==> config.mk <==
export PLATFORM = sky130hd
export DESIGN_NAME = calc_accumulator_p
export DESIGN_NICKNAME = d
export VERILOG_FILES = /design/src/rtl/calc_accumulator_p.sv
export SDC_FILE = /design/constraint.sdc
export NUM_CORES = 1
export LEC_CHECK = 0
export BUFFER_PORTS_ARGS = -buffer_cell sky130_fd_sc_hd__buf_2
export CORE_MARGIN = 3
export CORE_UTILIZATION = 40
export CTS_BUF_LIST = sky130_fd_sc_hd__clkbuf_16
export CTS_CLUSTER_SIZE = 10
export DETAILED_ROUTE_END_ITERATION = 12
export HOLD_SLACK_MARGIN = 0.15
export PLACE_DENSITY = 0.67
export SLEW_MARGIN = 25
export SYNTH_ARGS = -nofsm -noshare
export SYNTH_HDL_FRONTEND = slang
export SYNTH_SLANG_ARGS = --single-unit
==> constraint.sdc <==
create_clock -name clk -period 5.1 [get_ports clk]
set_input_delay 0.765 -clock clk [delete_from_list [all_inputs] [get_ports clk]]
set_output_delay 0.765 -clock clk [all_outputs]
set_load 0.02 [all_outputs]
==> src/rtl/calc_accumulator_p.sv <==
// Handshaked accumulator: add, subtract, shift-add multiply, clear.
// Sticky overflow, with saturating or wrapping results.
module calc_accumulator_p #(
  parameter int IN_W  = 3,
  parameter int OUT_W = 8,
  parameter bit SAT   = 1'b0
) (
  input  logic             clk,
  input  logic             reset,
  input  logic             in_valid,
  output logic             in_ready,
  input  logic [IN_W-1:0]  in_data,
  input  logic [1:0]       flag,
  output logic [OUT_W-1:0] out,
  output logic             ovf,
  output logic             done
);

  localparam int PW = OUT_W + IN_W;
  localparam int CW = (IN_W > 1) ? $clog2(IN_W) : 1;
  localparam logic [CW-1:0] LAST = CW'(IN_W - 1);

  typedef enum logic {IDLE, MUL} state_t;

  state_t           state_q, state_d;
  logic [OUT_W-1:0] out_q, out_d;
  logic             ovf_q, ovf_d;
  logic             done_q, done_d;
  logic [CW-1:0]    cnt_q, cnt_d;
  logic [PW-1:0]    prod_q, prod_d;
  logic [OUT_W-1:0] mcand_q, mcand_d;
  logic [IN_W-1:0]  mplier_q, mplier_d;

  logic             accept;
  logic [OUT_W:0]   sum;
  logic [OUT_W-1:0] diff;
  logic             borrow;
  logic [PW-1:0]    pp;
  logic [PW-1:0]    prod_n;
  logic             hi_ovf;

  assign accept = in_valid && (state_q == IDLE);
  assign sum    = {1'b0, out_q} + (OUT_W+1)'(in_data);
  assign diff   = out_q - OUT_W'(in_data);
  assign borrow = OUT_W'(in_data) > out_q;

  // prod is wide enough that no partial product is ever lost
  assign pp     = mplier_q[cnt_q]
                ? ({{IN_W{1'b0}}, mcand_q} << cnt_q)
                : '0;
  assign prod_n = prod_q + pp;
  assign hi_ovf = |prod_n[PW-1:OUT_W];

  assign in_ready = (state_q == IDLE);
  assign out      = out_q;
  assign ovf      = ovf_q;
  assign done     = done_q;

  always_comb begin
    state_d  = state_q;
    out_d    = out_q;
    ovf_d    = ovf_q;
    done_d   = 1'b0;
    cnt_d    = cnt_q;
    prod_d   = prod_q;
    mcand_d  = mcand_q;
    mplier_d = mplier_q;
    unique case (state_q)
      IDLE: begin
        if (accept) begin
          unique case (flag)
            2'b00: begin
              done_d = 1'b1;
              out_d  = sum[OUT_W-1:0];
              if (sum[OUT_W]) begin
                ovf_d = 1'b1;
                if (SAT) out_d = '1;
              end
            end
            2'b01: begin
              done_d = 1'b1;
              out_d  = diff;
              if (borrow) begin
                ovf_d = 1'b1;
                if (SAT) out_d = '0;
              end
            end
            2'b10: begin
              mcand_d  = out_q;
              mplier_d = in_data;
              prod_d   = '0;
              cnt_d    = '0;
              state_d  = MUL;
            end
            2'b11: begin
              done_d = 1'b1;
              out_d  = '0;
              ovf_d  = 1'b0;
            end
          endcase
        end
      end
      MUL: begin
        prod_d = prod_n;
        cnt_d  = cnt_q + CW'(1);
        if (cnt_q == LAST) begin
          state_d = IDLE;
          done_d  = 1'b1;
          cnt_d   = '0;
          out_d   = prod_n[OUT_W-1:0];
          if (hi_ovf) begin
            ovf_d = 1'b1;
            if (SAT) out_d = '1;
          end
        end
      end
    endcase
  end

  always_ff @(posedge clk or posedge reset) begin
    if (reset) begin
      state_q  <= IDLE;
      out_q    <= '0;
      ovf_q    <= 1'b0;
      done_q   <= 1'b0;
      cnt_q    <= '0;
      prod_q   <= '0;
      mcand_q  <= '0;
      mplier_q <= '0;
    end else begin
      state_q  <= state_d;
      out_q    <= out_d;
      ovf_q    <= ovf_d;
      done_q   <= done_d;
      cnt_q    <= cnt_d;
      prod_q   <= prod_d;
      mcand_q  <= mcand_d;
      mplier_q <= mplier_d;
    end
  end

endmodule
Yosys cells after proc, flatten, opt, wreduce, memory -nomap -nowiden --
Index checks and enable logic that the tools add are counted.
Storage, ports and cells: bits in registers 35, word-level logic and storage cells 64, ROM bits 0, memories kept 0, input port bits 8, RAM bits 0, output and inout port bits 11, bits in latches 0
Cells by class: muxes and demuxes 29, shift operators 1, multipliers 0, div/mod/pow operators 0, bitwise logic cells 1, $add $sub $neg 4, magnitude comparators 2, eq/ne operators 11, reductions and logical operators 8
Operator list (number):
- two-way mux 11 bit | 3
- one-hot mux 8 bit (3 select lines) | 1
- one-hot mux 11 bit (2 select lines) | 1
- two-way mux 8 bit | 2
- one-hot mux 8 bit (2 select lines) | 1
- two-way mux 1 bit | 12
- adder 11 bit | 1
- << shifter 8 x 2 -> 11 bit | 1
- adder 8 x 3 -> 9 bit | 1
- > comparator 3 x 8 -> 1 bit | 1
- != test 2 x 1 -> 1 bit (second input constant) | 4
- subtractor 8 x 3 -> 8 bit | 1
- == test 2 bit (second input constant) | 3
- two-way mux 2 bit | 3
- != test 3 bit (second input constant) | 2
- one-hot mux 1 bit (2 select lines) | 3
- AND reduction 3 bit | 2
- AND reduction 6 bit | 1
- OR reduction 3 bit | 2
- != test 4 x 1 -> 1 bit (second input constant) | 1
- one-hot mux 2 bit (2 select lines) | 1
- < comparator 2 x 3 -> 1 bit (second input constant) | 1
- one-hot mux 1 bit (3 select lines) | 1
- adder 2 x 1 -> 2 bit (second input constant) | 1
- other kinds (6) | 6

Logic depth before layout (Yosys ltp) --
depth in word-level cells 8, depth in mapped cells 14

Worst setup path before layout --
Ideal clock, no wire load.
path kind register -> register, from register cnt_q[0], to register out_q[6], in the netlist out[6], data arrival time 2658 ps, stages on the path, launching flop included 15, path buffers 2, path slack 2361 ps, data required time 5018 ps, path through dfrtp_1 buf_4 mux2i_1 or2_2 clkbuf_1 nor3b_1 ha_1 inv_1 fa_1 nor2b_1 o31ai_2 a21boi_0 nor3_1 nand3b_1 a31oi_1
On the way: cells in the longest elaborated chain, start to end 6
RTL lines:
- start: declaration | RTL line 29 | logic [CW-1:0] cnt_q, cnt_d;
- start signal: assignment | RTL line 135 | cnt_q <= cnt_d;
- binary-select mux 1 bit (select 2 bit) | RTL line 48 | assign pp = mplier_q[cnt_q]
- two-way mux 1 bit (implied by the code) | RTL line 48
- two-way mux 11 bit | RTL line 49 | ? ({{IN_W{1'b0}}, mcand_q} << cnt_q)
- adder 11 bit | RTL line 51 | assign prod_n = prod_q + pp;
- two-way mux 8 bit | RTL line 106 | if (cnt_q == LAST) begin
- one-hot mux 8 bit (2 select lines) | RTL line 68 | unique case (state_q)
- end signal: assignment | RTL line 132 | out_q <= out_d;
- end: declaration | RTL line 26 | logic [OUT_W-1:0] out_q, out_d;
Parallel ways exist; a longest one is shown, timed or not. The select of a mux whose other input is x is not followed. A chain may end at the register's enable or synchronous reset.

Worst setup path in the final report --
Same ends and word-level chain as after synthesis.

==> run_results.csv <==
group,metric,value,unit
sta,slew_viol_final,0,
synthesis,synthTopCellsByCount,"dfrtp_1, nand2_1, inv_1",
clock_tree,cts_max_level,2,
synthesis,synth-main-ff-cell,"dfrtp_1",
sta,period_share,63.83,%
power,power,0.001882,W
clock_tree,clkTransAtPathRegs,60,ps
synthesis,synth-compound-area-share,22.94,%
clock_tree,cts_buffer_depth,2,
sta,setup_viol,0,
route,remaining_drc_errors,0,
floorplan,rows,28,
floorplan,die_width,86.90,um
synthesis,yosysTopAreaCellShare,33.46,%
worst_setup_path,start_kind,"register",
synthesis,synth_area,2618,um^2
sta,fin_skew,3.705,ps
synthesis,ys_warn_count,0,
worst_setup_path,worstPathRequired,5300,ps
route,vias_per_cell,5.571,
synthesis,yosys.area.top_type,"dfrtp_1",
final_layout,final_nets,335,
worst_setup_path,r2r_slack,1840,ps
job,cap_violations,0,
synthesis,synth_mux_area_share,6.023,%
global_routing,grt_pass1_vias,2092,
sta,hold_violations,0,
placed_design,globalplace.congestion,0.8980,
placed_design,portBuffers,18,
synthesis,ys_types,56,
floorplan,core_area,6131,um^2
synthesis,synth-simple-area-share,16.40,%
global_routing,grt_overflow,0,
clock_tree,clk_latency,280,ps
clock_tree,root_buffer,"clkbuf_16",
clock_tree,tritoncts,"yes",
clock_tree,ctsHoldBuffers,0,
placed_design,dp_slack,1914,ps
final_layout,utilization,47.16,%
global_routing,grt_pass1_wl,10.38,mm
global_routing,grt_use_total,17.27,%
final_layout,n_antenna_cell,0,
route,drtPass1Iterations,5,
worst_hold_path,hold_path_class,"register to register",
route,routed_wl,6.040,mm
sta,tightest_slew,815.3,ps
route,ant_nets,0,
synthesis,synth_edf_count,0,
sta,tns,0,ps
worst_setup_path,slowest_delay,730,ps
synthesis,synth_xor_xnor_area_share,3.346,%
global_routing,grt_max_degree,23,
power,p_per_area,651.0,nW/um^2
route,route.vias.total,2117,
sta,max_freq,307.2,MHz
sta,relSlewSlack,45.65,%
worst_setup_path,cp-end-kind,"register",
worst_setup_path,crit_arrival,3460,ps
worst_setup_path,cp_cell_sequence,"mux2i_1 > or2_2 > nor3b_1 > ha_1 > inv_1 > fa_1 > nor2b_1 > o31ai_2 > a21boi_0 > nor3_1 > nand3b_1 > a31oi_1",
synthesis,ys_seq_area_share,33.46,%
floorplan,die_h,86.90,um
synthesis,synth_top_family_by_area,"compound AO/OA/AOI/OAI gates",
route,drt_iter0_drc,99,
floorplan,ios,19,
synthesis,synth_seq_cells,35,
global_routing,antenna_found_initial,0,
sta,layout_setup_ws,1845,ps
worst_setup_path,cp_max_fo,16,
synthesis,yosysMostFrequentCell,"dfrtp_1",
floorplan,start_util,42.69,%
clock_tree,clock_sinks,35,
sta,min_period,3255,ps
worst_setup_path,crit_slowest_cell,"dfrtp_1",
clock_tree,postCtsSetupBuffers,0,
sta,rsz0062_at_grt,"no",
placed_design,dp_hpwl,4.570,mm
worst_setup_path,worstSetupPathType,"register to register",
clock_tree,cts_buffers,5,
synthesis,synth_fp_nets,324,
synthesis,synth-async-reset-ratio,100.0,%
power,ir_worst_vdd,0.3115,mV
clock_tree,cts-resized-gates,0,
final_layout,drive_above_1_share,14.75,%
status,outcome,"completed",
synthesis,synth_fa_ha_area_share,11.85,%
floorplan,die-area,7551,um^2
route,avgRoutedWirePerCell,15.89,um
synthesis,yosys-top-cells-area,"dfrtp_1, ha_1, nand2_1, o21ai_0, mux2i_1",
final_layout,area_growth,10.47,%
synthesis,syn_avg_cell_area,8.933,um^2
sta,hold_slack,493.0,ps
worst_setup_path,path_delay_family,"simple AND/OR/NAND/NOR gates",
worst_setup_path,crit_buf_inv,1,
synthesis,synthCells,293,
power,p_leak,1.291,nW
==> worst paths after layout <==
check	from	end	cells after the start
max in group asynchronous	reset	cnt_q[1]	3
worst max-delay path	cnt_q[0]	out[6]	12
worst min-delay path	prod_q[3]	prod_q[3]	2
worst min register to register	prod_q[3]	prod_q[3]	2
worst max register to register	cnt_q[0]	out[6]	12
min in group asynchronous	reset	state_q	2
==> report_power, final <==
group	total, W	internal [W]	switching (W)
combinational	0.000987	0.000421	0.000566
clock	0.000297	0.000180	0.000117
sequential	0.000599	0.000407	0.000192
==> cells in the final DEF, fill, tap and decap left out, types with 4 or more instances in the layout <==
cell	Yosys	final
mux2_2	6	6
a21oi_1	13	12
o21ai_0	21	21
mux2i_1	9	9
nand3_1	7	7
ha_1	20	20
xnor2_1	6	6
nand2b_1	4	4
nand3b_1	5	5
nand2_1	29	29
buf_2	2	18
a22o_1	5	5
nor2_1	16	16
o22ai_1	5	5
inv_1	24	24
clkbuf_16	0	5
dfrtp_1	35	35
a31oi_1	6	6
nor3_1	6	6
xor2_1	4	4
nor2b_1	4	4
==> flip-flops by register name, summed over array words and instances (netlist names) <==
| register | cells |
|---|---|
| state_q | 1 |
| ovf | 1 |
| mplier_q | 3 |
| prod_q | 11 |
| out | 8 |
| cnt_q | 2 |
| done | 1 |
| mcand_q | 8 |
==> routing by layer <==
| metal | vias to the layer above | wire length [um] | global-route usage (%) |
|---|---|---|---|
| met4 | 0 | 48 | 3.966 |
| met5 | - | 0 | 0 |
| met1 | 1005 | 2997 | 24.06 |
| met3 | 4 | 163 | 1.987 |
| met2 | 32 | 2831 | 28.71 |
| li1 | 1076 | - | - |
==> stage by stage <==
step	instances	cell area [um^2]
after floorplan	293	2618
after global placement	372	2743
after detailed placement	372	2746
after CTS	380	2892
after global routing	380	2892
final	380	2892
==> final cells by class <==
class	count	area, um^2
fill	571	3239
multi-input combinational	219	1589
sequential	35	875.8
clock buffer	5	125.1
timing repair buffer	19	97.59
tap	75	93.84
inverter	24	90.09
clock inverter	3	20.02
==> cell families after synthesis <==
kind of cell / after synthesis
flip-flops: 35
AO/OA/AOI/OAI: 87
multiplexers: 15
buffers and inverters: 39
AND/OR/NAND/NOR: 84
XOR/XNOR: 10
adder cells (fa/ha/maj): 23
==> worst reg2reg max path: stages (launching register included) <==
cell      delay [ps]
dfrtp_1          730
mux2i_1          180
or2_2            370
nor3b_1          250
ha_1             210
inv_1             60
fa_1             400
nor2b_1          200
o31ai_2          110
a21boi_0         240
nor3_1            70
nand3b_1         190
a31oi_1          190
No activity file was read; power rests on OpenSTA's default activity.
